<file path="src/rtl/lsu_bus_master.sv">
// Load/store bus initiator: computes the effective address, issues one
// valid/ready request per op, waits for the responder's ack, and writes
// aligned/extended load data back to the register file.
module lsu_bus_master #(
  parameter int unsigned TIMEOUT = 64
) (
  input  logic        clk,
  input  logic        reset,
  input  logic        op_valid,
  output logic        op_ready,
  input  logic        jump_branch_enable,
  input  logic [31:0] src1_value,
  input  logic [31:0] src2_value,
  input  logic [31:0] imm,
  input  logic [4:0]  rd,
  input  logic [5:0]  operation_con,
  output logic        bus_req_valid,
  input  logic        bus_req_ready,
  output logic [31:0] bus_addr,
  output logic        bus_we,
  output logic [3:0]  bus_be,
  output logic [31:0] bus_wdata,
  input  logic        bus_rsp_valid,
  input  logic [31:0] bus_rsp_rdata,
  output logic        write_req,
  output logic [4:0]  write_addr,
  output logic [31:0] write_data,
  output logic        misalign_err,
  output logic        bus_err
);

  localparam logic [5:0] OP_LB  = 6'd1;
  localparam logic [5:0] OP_LH  = 6'd2;
  localparam logic [5:0] OP_LW  = 6'd3;
  localparam logic [5:0] OP_LBU = 6'd4;
  localparam logic [5:0] OP_LHU = 6'd5;
  localparam logic [5:0] OP_SB  = 6'd6;
  localparam logic [5:0] OP_SH  = 6'd7;
  localparam logic [5:0] OP_SW  = 6'd8;

  localparam logic [7:0] CNT_LAST = 8'(TIMEOUT - 1);

  typedef enum logic [1:0] {IDLE, REQ, RSP, WB} state_t;

  state_t      state_q, state_d;
  logic [7:0]  cnt_q, cnt_d;
  logic [1:0]  off_q, off_d;
  logic [5:0]  op_q, op_d;
  logic [4:0]  rd_q, rd_d;

  logic        req_valid_d, we_d, wr_req_d, mis_d, err_d;
  logic [31:0] addr_d, wdata_d, wr_data_d;
  logic [3:0]  be_d;
  logic [4:0]  wr_addr_d;

  logic [31:0] ea;
  logic        is_byte, is_half, is_word, is_store, misaligned;
  logic [3:0]  be_new;
  logic [31:0] wdata_new;
  logic [7:0]  rsp_byte;
  logic [15:0] rsp_half;
  logic [31:0] load_val;

  assign op_ready = (state_q == IDLE);

  // Decode the presented op and build its address, lane enables and store data
  always_comb begin
    ea        = src1_value + imm;
    is_byte   = 1'b0;
    is_half   = 1'b0;
    is_word   = 1'b0;
    is_store  = 1'b0;
    case (operation_con)
      OP_LB, OP_LBU: is_byte = 1'b1;
      OP_LH, OP_LHU: is_half = 1'b1;
      OP_LW:         is_word = 1'b1;
      OP_SB: begin is_byte = 1'b1; is_store = 1'b1; end
      OP_SH: begin is_half = 1'b1; is_store = 1'b1; end
      OP_SW: begin is_word = 1'b1; is_store = 1'b1; end
      default: ;
    endcase
    misaligned = (is_half & ea[0]) | (is_word & (ea[1:0] != 2'b00));
    be_new     = 4'b1111;
    wdata_new  = src2_value;
    if (is_byte) begin
      be_new    = 4'b0001 << ea[1:0];
      wdata_new = {4{src2_value[7:0]}};
    end else if (is_half) begin
      be_new    = 4'b0011 << {ea[1], 1'b0};
      wdata_new = {2{src2_value[15:0]}};
    end
  end

  // Select and extend the addressed lane(s) of the returned word
  always_comb begin
    case (off_q)
      2'd0:    rsp_byte = bus_rsp_rdata[7:0];
      2'd1:    rsp_byte = bus_rsp_rdata[15:8];
      2'd2:    rsp_byte = bus_rsp_rdata[23:16];
      default: rsp_byte = bus_rsp_rdata[31:24];
    endcase
    rsp_half = off_q[1] ? bus_rsp_rdata[31:16] : bus_rsp_rdata[15:0];
    case (op_q)
      OP_LB:   load_val = {{24{rsp_byte[7]}}, rsp_byte};
      OP_LBU:  load_val = {24'd0, rsp_byte};
      OP_LH:   load_val = {{16{rsp_half[15]}}, rsp_half};
      OP_LHU:  load_val = {16'd0, rsp_half};
      default: load_val = bus_rsp_rdata;
    endcase
  end

  // Next-state and next-output logic for the transaction sequencer
  always_comb begin
    state_d     = state_q;
    cnt_d       = cnt_q;
    off_d       = off_q;
    op_d        = op_q;
    rd_d        = rd_q;
    req_valid_d = bus_req_valid;
    addr_d      = bus_addr;
    we_d        = bus_we;
    be_d        = bus_be;
    wdata_d     = bus_wdata;
    wr_req_d    = 1'b0;
    wr_addr_d   = write_addr;
    wr_data_d   = write_data;
    mis_d       = 1'b0;
    err_d       = 1'b0;
    case (state_q)
      IDLE: begin
        if (op_valid && !jump_branch_enable && (is_byte || is_half || is_word)) begin
          if (misaligned) begin
            mis_d = 1'b1;
          end else begin
            req_valid_d = 1'b1;
            addr_d      = {ea[31:2], 2'b00};
            off_d       = ea[1:0];
            op_d        = operation_con;
            rd_d        = rd;
            we_d        = is_store;
            be_d        = be_new;
            wdata_d     = wdata_new;
            state_d     = REQ;
          end
        end
      end
      REQ: begin
        if (bus_req_ready) begin
          req_valid_d = 1'b0;
          cnt_d       = '0;
          state_d     = RSP;
        end
      end
      RSP: begin
        if (bus_rsp_valid) begin
          if (bus_we) begin
            state_d = IDLE;
          end else begin
            wr_req_d  = (rd_q != 5'd0);
            wr_addr_d = rd_q;
            wr_data_d = load_val;
            state_d   = WB;
          end
        end else if (cnt_q == CNT_LAST) begin
          err_d   = 1'b1;
          state_d = IDLE;
        end else begin
          cnt_d = cnt_q + 8'd1;
        end
      end
      default: state_d = IDLE;
    endcase
  end

  // State and registered outputs; reset abandons any transaction in flight
  always_ff @(posedge clk) begin
    if (reset) begin
      state_q       <= IDLE;
      cnt_q         <= '0;
      off_q         <= '0;
      op_q          <= '0;
      rd_q          <= '0;
      bus_req_valid <= 1'b0;
      bus_addr      <= '0;
      bus_we        <= 1'b0;
      bus_be        <= '0;
      bus_wdata     <= '0;
      write_req     <= 1'b0;
      write_addr    <= '0;
      write_data    <= '0;
      misalign_err  <= 1'b0;
      bus_err       <= 1'b0;
    end else begin
      state_q       <= state_d;
      cnt_q         <= cnt_d;
      off_q         <= off_d;
      op_q          <= op_d;
      rd_q          <= rd_d;
      bus_req_valid <= req_valid_d;
      bus_addr      <= addr_d;
      bus_we        <= we_d;
      bus_be        <= be_d;
      bus_wdata     <= wdata_d;
      write_req     <= wr_req_d;
      write_addr    <= wr_addr_d;
      write_data    <= wr_data_d;
      misalign_err  <= mis_d;
      bus_err       <= err_d;
    end
  end

endmodule
</file>
<file path="config.mk">
export PLATFORM = sky130hd
export DESIGN_NAME = lsu_bus_master
export DESIGN_NICKNAME = d
export VERILOG_FILES = /design/src/rtl/lsu_bus_master.sv
export SDC_FILE = /design/constraint.sdc
export NUM_CORES = 1
export LEC_CHECK = 0
export ABC_CLOCK_PERIOD_IN_PS = 3800
export CORE_ASPECT_RATIO = 0.8
export CORE_UTILIZATION = 40
export DETAILED_ROUTE_END_ITERATION = 16
export PLACE_DENSITY = 0.69
export SYNTH_ARGS = -nofsm -noshare
export SYNTH_HDL_FRONTEND = slang
export SYNTH_SLANG_ARGS = --single-unit
</file>
<file path="constraint.sdc">
create_clock -name clk -period 3.8 [get_ports clk]
set_input_delay 1.14 -clock clk [delete_from_list [all_inputs] [get_ports clk]]
set_output_delay 1.14 -clock clk [all_outputs]
set_load 0.005 [all_outputs]
</file>
==> impl_metrics.tcl, run 1 <==
set metrics [dict create \
    slew_viol_final 0 \
    arrival_ps 4040 \
    die_w_um 153.2 \
    ys_types 68 \
    setup_slack_ps 70.90 \
    met3_usage_pct 4.837 \
    start_kind "input pin" \
    p_int_mw 2.739 \
    final_cell_area_um2 10860 \
    num_io_pins 256 \
    crit_path_end_kind "flop" \
    required_ps 4110 \
    synthAdderAreaFrac_pct 5.748 \
    finalPower_mw 3.737 \
    syn-cell-area_um2 7315 \
    crit_fanout 3 \
    antenna_found_initial 0 \
    portBuffers 253 \
    status "completed" \
    synthXorXnorAreaFrac_pct 4.550 \
    cts_buffers 17 \
    drt_iter0_drc 356 \
    grt_pass1_wl_um 36920 \
    clk_path_buf_depth 2 \
    coreArea_um2 17590 \
    synthToLayoutAreaGrowth_pct 48.43 \
    die-height_um 123.0 \
    yosys_warnings 0 \
    wl_um 22830 \
    crit_buf_inv 1 \
    synth_mux_area_share_pct 4.122 \
    synth_edf_count 0 \
    syn_inst 915 \
    clock_sinks 131 \
    ir_drop_v 0.0002262 \
    max_clock_freq_mhz 268.2 \
    antenna_left 0 \
    synth-main-ff-cell "dfxtp_1" \
    crit_chain "clkdlybuf4s50_1, ha_1, fa_1, a21o_1, a221oi_2, o21a_2, o221ai_2, a211o_1, a21bo_1, xor2_1, a22o_1" \
    power_switching_mw 0.9980 \
    clock_skew_ps 8.045 \
    finalCritPeriodShare_pct 98.13 \
    final_util_pct 61.71 \
    synth_top_family_by_area "compound AO/OA/AOI/OAI gates" \
    critPathTopFamily "compound AO/OA/AOI/OAI gates" \
    setup_violations 0 \
    cts_resized 0 \
    post_cts_buffers 0 \
    p_seq_share_pct 37.3 \
    tightest_slew_ps 1217 \
    power_frac_clock_pct 44.9 \
    finalSetupTns_ps 0 \
    wl_per_cell_um 16.19 \
    first_pass_iters 5 \
    grt_usage_pct 24.68 \
    ys_seq_area_share_pct 35.85 \
    grt-ovfl-total 0 \
    fin_nets 1349 \
    start_util_pct 41.58 \
    synth-seq-cells 131 \
    hold_violations 0 \
    insertion_delay_ps 420 \
    grt_util_met2_pct 39.44 \
    power.density_nw_per_um2 344.2 \
    cp_slowest_cell "fa_1" \
    met1_usage_pct 33.53 \
    drcViolationCount 0 \
    hold_path.class "reg -> reg" \
    grt_busiest_layer "met2" \
    leakage_nw 4.026 \
    synthArstFlopShare_pct 0 \
    vias_per_cell 5.301 \
    grt_pass1_vias 7221 \
    grt_max_degree 50 \
    clockRootBuffer "clkbuf_16" \
    gp_congestion 0.9109 \
    post-route-min-period_ps 3729 \
    cap_violations 0 \
    vias 7475 \
    synth_compound_area_share_pct 24.29 \
    slew_headroom_pct 18.58 \
    die_area_um2 18830 \
    rows 43 \
    path_clk_slew_ps 60 \
    drive_above_1_share_pct 8.868 \
    swShare_pct 26.71 \
    pre_cts_ws_ps -342.7 \
    slowest_delay_ps 420 \
    holdBufCountCts 0 \
    syn_avg_cell_area_um2 7.994 \
    pwr-share-comb_pct 17.8 \
    rsz0062_at_grt "false" \
    synth-simple-area-share_pct 20.80 \
    cts_max_level 4 \
    dp_hpwl_um 17340 \
    postPlaceCellArea_um2 10250 \
    critPathKind "in -> reg" \
    cts_tree "done" \
]
-- path summary, 6_finish.rpt --
kind                                    start              to  slack [ps]  cells past startpoint
worst max-delay path            src1_value[0]    bus_addr[24]          70                     11
worst min-delay path            bus_wdata[29]   bus_wdata[29]         450                      2
worst max register to register       off_q[1]  write_data[28]        1090                      6
worst min register to register  bus_wdata[29]   bus_wdata[29]         450                      2
-- kinds of logic after synthesis --
group / count (synthesis)
and+or+nand+nor: 348
DFF: 131
adders and majority gates: 33
xor gates and xnor gates: 38
AOI/OAI and AO/OA: 260
muxes: 21
buffers and inverters: 83
other: 1
-- worst min-delay path, delay by kind of cell (launching register included) --
family          cells  cell delay, ps
simple gates        1              50
flops               1             300
compound gates      1              50
-- sequential cells by signal, indices dropped and copies added (netlist names), 2 cells and up --
register,flops
off_q,2
bus_be,4
write_data,32
bus_addr,30
state_q,2
cnt_q,8
op_q,6
write_addr,5
rd_q,5
bus_wdata,32
-- stage by stage --
stage,hold WS (ps),cells
2_1_floorplan,439.5,916
3_3_place_gp,440.0,1377
3_5_place_dp,445.9,1377
4_1_cts,454.4,1409
5_1_grt,469.9,1409
6_report,451.8,1410
-- per-layer routing --
layer	wire length (µm)	vias to the layer above
li1	-	3774
met1	10880	3437
met2	10370	240
met3	1268	24
met4	303	0
met5	0	-
-- synth_stat cells (10+ instances only) --
library cell,number,area share (%)
a22o_1,13,1.6
xnor2_1,25,3.0
dfxtp_1,131,36
nand2_1,169,8.7
a21oi_1,97,6.6
ha_1,32,5.5
a211oi_1,25,2.6
nand3_1,15,1.0
o221ai_1,10,1.2
xor2_1,13,1.6
inv_1,19,0.98
nor2_1,85,4.4
buf_2,10,0.68
clkbuf_1,46,2.4
o21ai_0,24,1.6
nor3_1,21,1.4
mux2i_1,11,1.5
a21o_1,15,1.5
a311oi_1,16,1.9
nand2b_1,13,1.1
-- area by class of cell --
cell class	count	area, µm²
repair buffers	299	2900
fillers	1553	6736
clock inverters	14	167.7
flip-flops and latches	131	2623
multi-input cells	702	4368
clock buffers	18	439.2
inverters	20	75.07
diodes	1	2.502
well taps	225	281.5
-- cell usage in the layout, fill, tap and decap left out, drive strengths merged, types with 11 or more instances in the layout --
cell and n:
a211oi 26, a21o 15, a21oi 98, a22o 13, a311oi 16, buf 47
clkbuf 18, clkdlybuf4s50 252, dfxtp 131, ha 32, inv 27, mux2i 11
nand2 169, nand2b 13, nand3 15, nor2 86, nor3 22, o21ai 30
o221ai 12, xnor2 25, xor2 13
-- power by group through the flow --
stage | registers, mW | logic (mW) | clock network [mW]
floorplan | 1.42 | 0.354 | 0
global placement | 1.42 | 0.655 | 0
detailed placement | 1.42 | 0.658 | 0
CTS | 1.39 | 0.663 | 1.70
global route | 1.39 | 0.730 | 1.76
finish | 1.39 | 0.665 | 1.68
Power figures use the tool's default switching activity.
==> run 2, diff against run 1 <==
Settings changed: GPL_ROUTABILITY_DRIVEN set to 0, SLEW_MARGIN set to 30.
==> impl_metrics.tcl, run 2 (synthesis results as in run 1) <==
set metrics [dict create \
    leakage_nw 4.026 \
    ir_drop_v 0.0002258 \
    synthToLayoutAreaGrowth_pct 48.46 \
    clock_skew_ps 8.054 \
    cts_max_level 4 \
    worstRegToRegCells 6 \
    clock_sinks 131 \
    tightest_slew_ps 754.5 \
    slew_viol_final 0 \
    grt_usage_pct 24.64 \
    clockRootBuffer "clkbuf_16" \
    first_pass_iters 5 \
    drt_iter0_drc 313 \
    insertion_delay_ps 420 \
    r2r-end "write_data[28]" \
    min_path_cells 2 \
    dp_hpwl_um 17340 \
    slowest_delay_ps 420 \
    clk_path_buf_depth 2 \
    wl_per_cell_um 16.20 \
    num_io_pins 256 \
    reg2reg_setup_slack_ps 1440 \
    start_util_pct 41.58 \
    fin_nets 1349 \
    final_cell_mix "252 x clkdlybuf4s50_1, 169 x nand2_1, 131 x dfxtp_1" \
    reg.largest.list "bus_wdata (32), write_data (32), bus_addr (30)" \
    finalCritPeriodShare_pct 98.14 \
    rsz0062_at_grt "false" \
    antenna_found_initial 0 \
    status "completed" \
    coreArea_um2 17590 \
    nFillCells 1547 \
    hold_slack_ps 451.8 \
    vias 7472 \
    portBuffers 253 \
    slew_headroom_pct 49.65 \
    setup_violations 0 \
    holdBufCountCts 0 \
    cap_violations 0 \
    grt_pass1_wl_um 36860 \
    die_w_um 153.2 \
    post_cts_buffers 0 \
    drcViolationCount 0 \
    path_clk_slew_ps 60 \
    postPlaceCellArea_um2 10250 \
    arrival_ps 4040 \
    grt-ovfl-total 0 \
    required_ps 4110 \
    grt_pass1_vias 7193 \
    vias_per_cell 5.299 \
    final_cell_area_um2 10860 \
    die_area_um2 18830 \
    power.density_nw_per_um2 344.2 \
    r2r-start "off_q[1]" \
    start_kind "input pin" \
    crit_path_end_kind "flop" \
    whs_endpoint "bus_wdata[29]" \
    cts_tree "done" \
    antenna_left 0 \
    cts_buffers 17 \
    hold_violations 0 \
    crit_fanout 3 \
    crit_chain "clkdlybuf4s50_1, ha_1, fa_1, a21o_1, a221oi_2, o21a_2, o221ai_2, a211o_1, a21bo_1, xor2_1, a22o_1" \
    post-route-min-period_ps 3729 \
    cp_slowest_cell "fa_1" \
    die-height_um 123.0 \
    wl_um 22840 \
    rows 43 \
    hold_path.class "reg -> reg" \
    critPathKind "in -> reg" \
    hold_path.startpoint "bus_wdata[29]" \
    final_common_cell "clkdlybuf4s50_1" \
    cts_resized 0 \
    drive_above_1_share_pct 8.953 \
    max_clock_freq_mhz 268.1 \
    grt_max_degree 50 \
]
-- run 2: cell types whose count changed in the layout (fill, tap and decap cells not counted) --
cell,change
nor2_1,-1
nor2_2,+1
-- run 2: power breakdown --
part           switching (mW)  internal (mW)
Clock                   0.672           1.01
Sequential            0.00840           1.38
Combinational           0.318          0.348
-- run 2: per-layer routing --
metal	GRT usage, %	routed length, µm
met1	33.53	10960
met5	0	0
met3	4.837	1184
met4	8.144	284
met2	39.30	10410
-- run 2: worst max path at each step --
stage | start | end | slack, ps | cells past startpoint
after floorplan | src1_value[0] | bus_addr[24] | 270 | 10
after global placement | src1_value[0] | bus_addr[24] | -300 | 11
after detailed placement | src1_value[0] | bus_addr[24] | -340 | 11
after CTS | src1_value[0] | bus_addr[24] | 90 | 11
after global routing | src1_value[0] | bus_addr[24] | 7 | 11
final | src1_value[0] | bus_addr[24] | 70 | 11
-- run 2: worst max-delay path: cells and delay by family --
kind            cells  cell delay (ps)
compound gates      7             1690
fa+ha+maj           2              650
buf+inv             1              410
xor+xnor            1              130
-- run 2: layout make-up --
cell class                 count  area, µm²  share of cell area, %
timing repair buffer         299       2900                  26.71
tap                          225      281.5                  2.592
inverter                      20      75.07                 0.6913
clock inverter                14      167.7                  1.544
sequential                   131       2623                  24.15
antenna                        1      2.502                0.02304
clock buffer                  18      439.2                  4.044
multi-input combinational    702       4370                  40.25
-- run 2: stage by stage --
stage / util, % / power, mW / TNS (ps) / setup WS, ps / std cells
floorplan: - / 1.776 / 0 / 270.0 / 916
global placement: 58.25 / 2.079 / -1409 / -303.9 / 1377
detailed placement: 58.26 / 2.082 / -1963 / -342.7 / 1377
CTS: 61.71 / 3.760 / 0 / 92.24 / 1409
global route: 61.71 / 3.886 / 0 / 6.852 / 1409
finish: 61.72 / 3.737 / 0 / 70.59 / 1410
==> run 3, diff against run 2 <==
Settings changed: CAP_MARGIN set to 10, TNS_END_PERCENT set to 1.
==> results of run 3 <==
The final DEF is identical to that of run 2; final timing and power are the same.
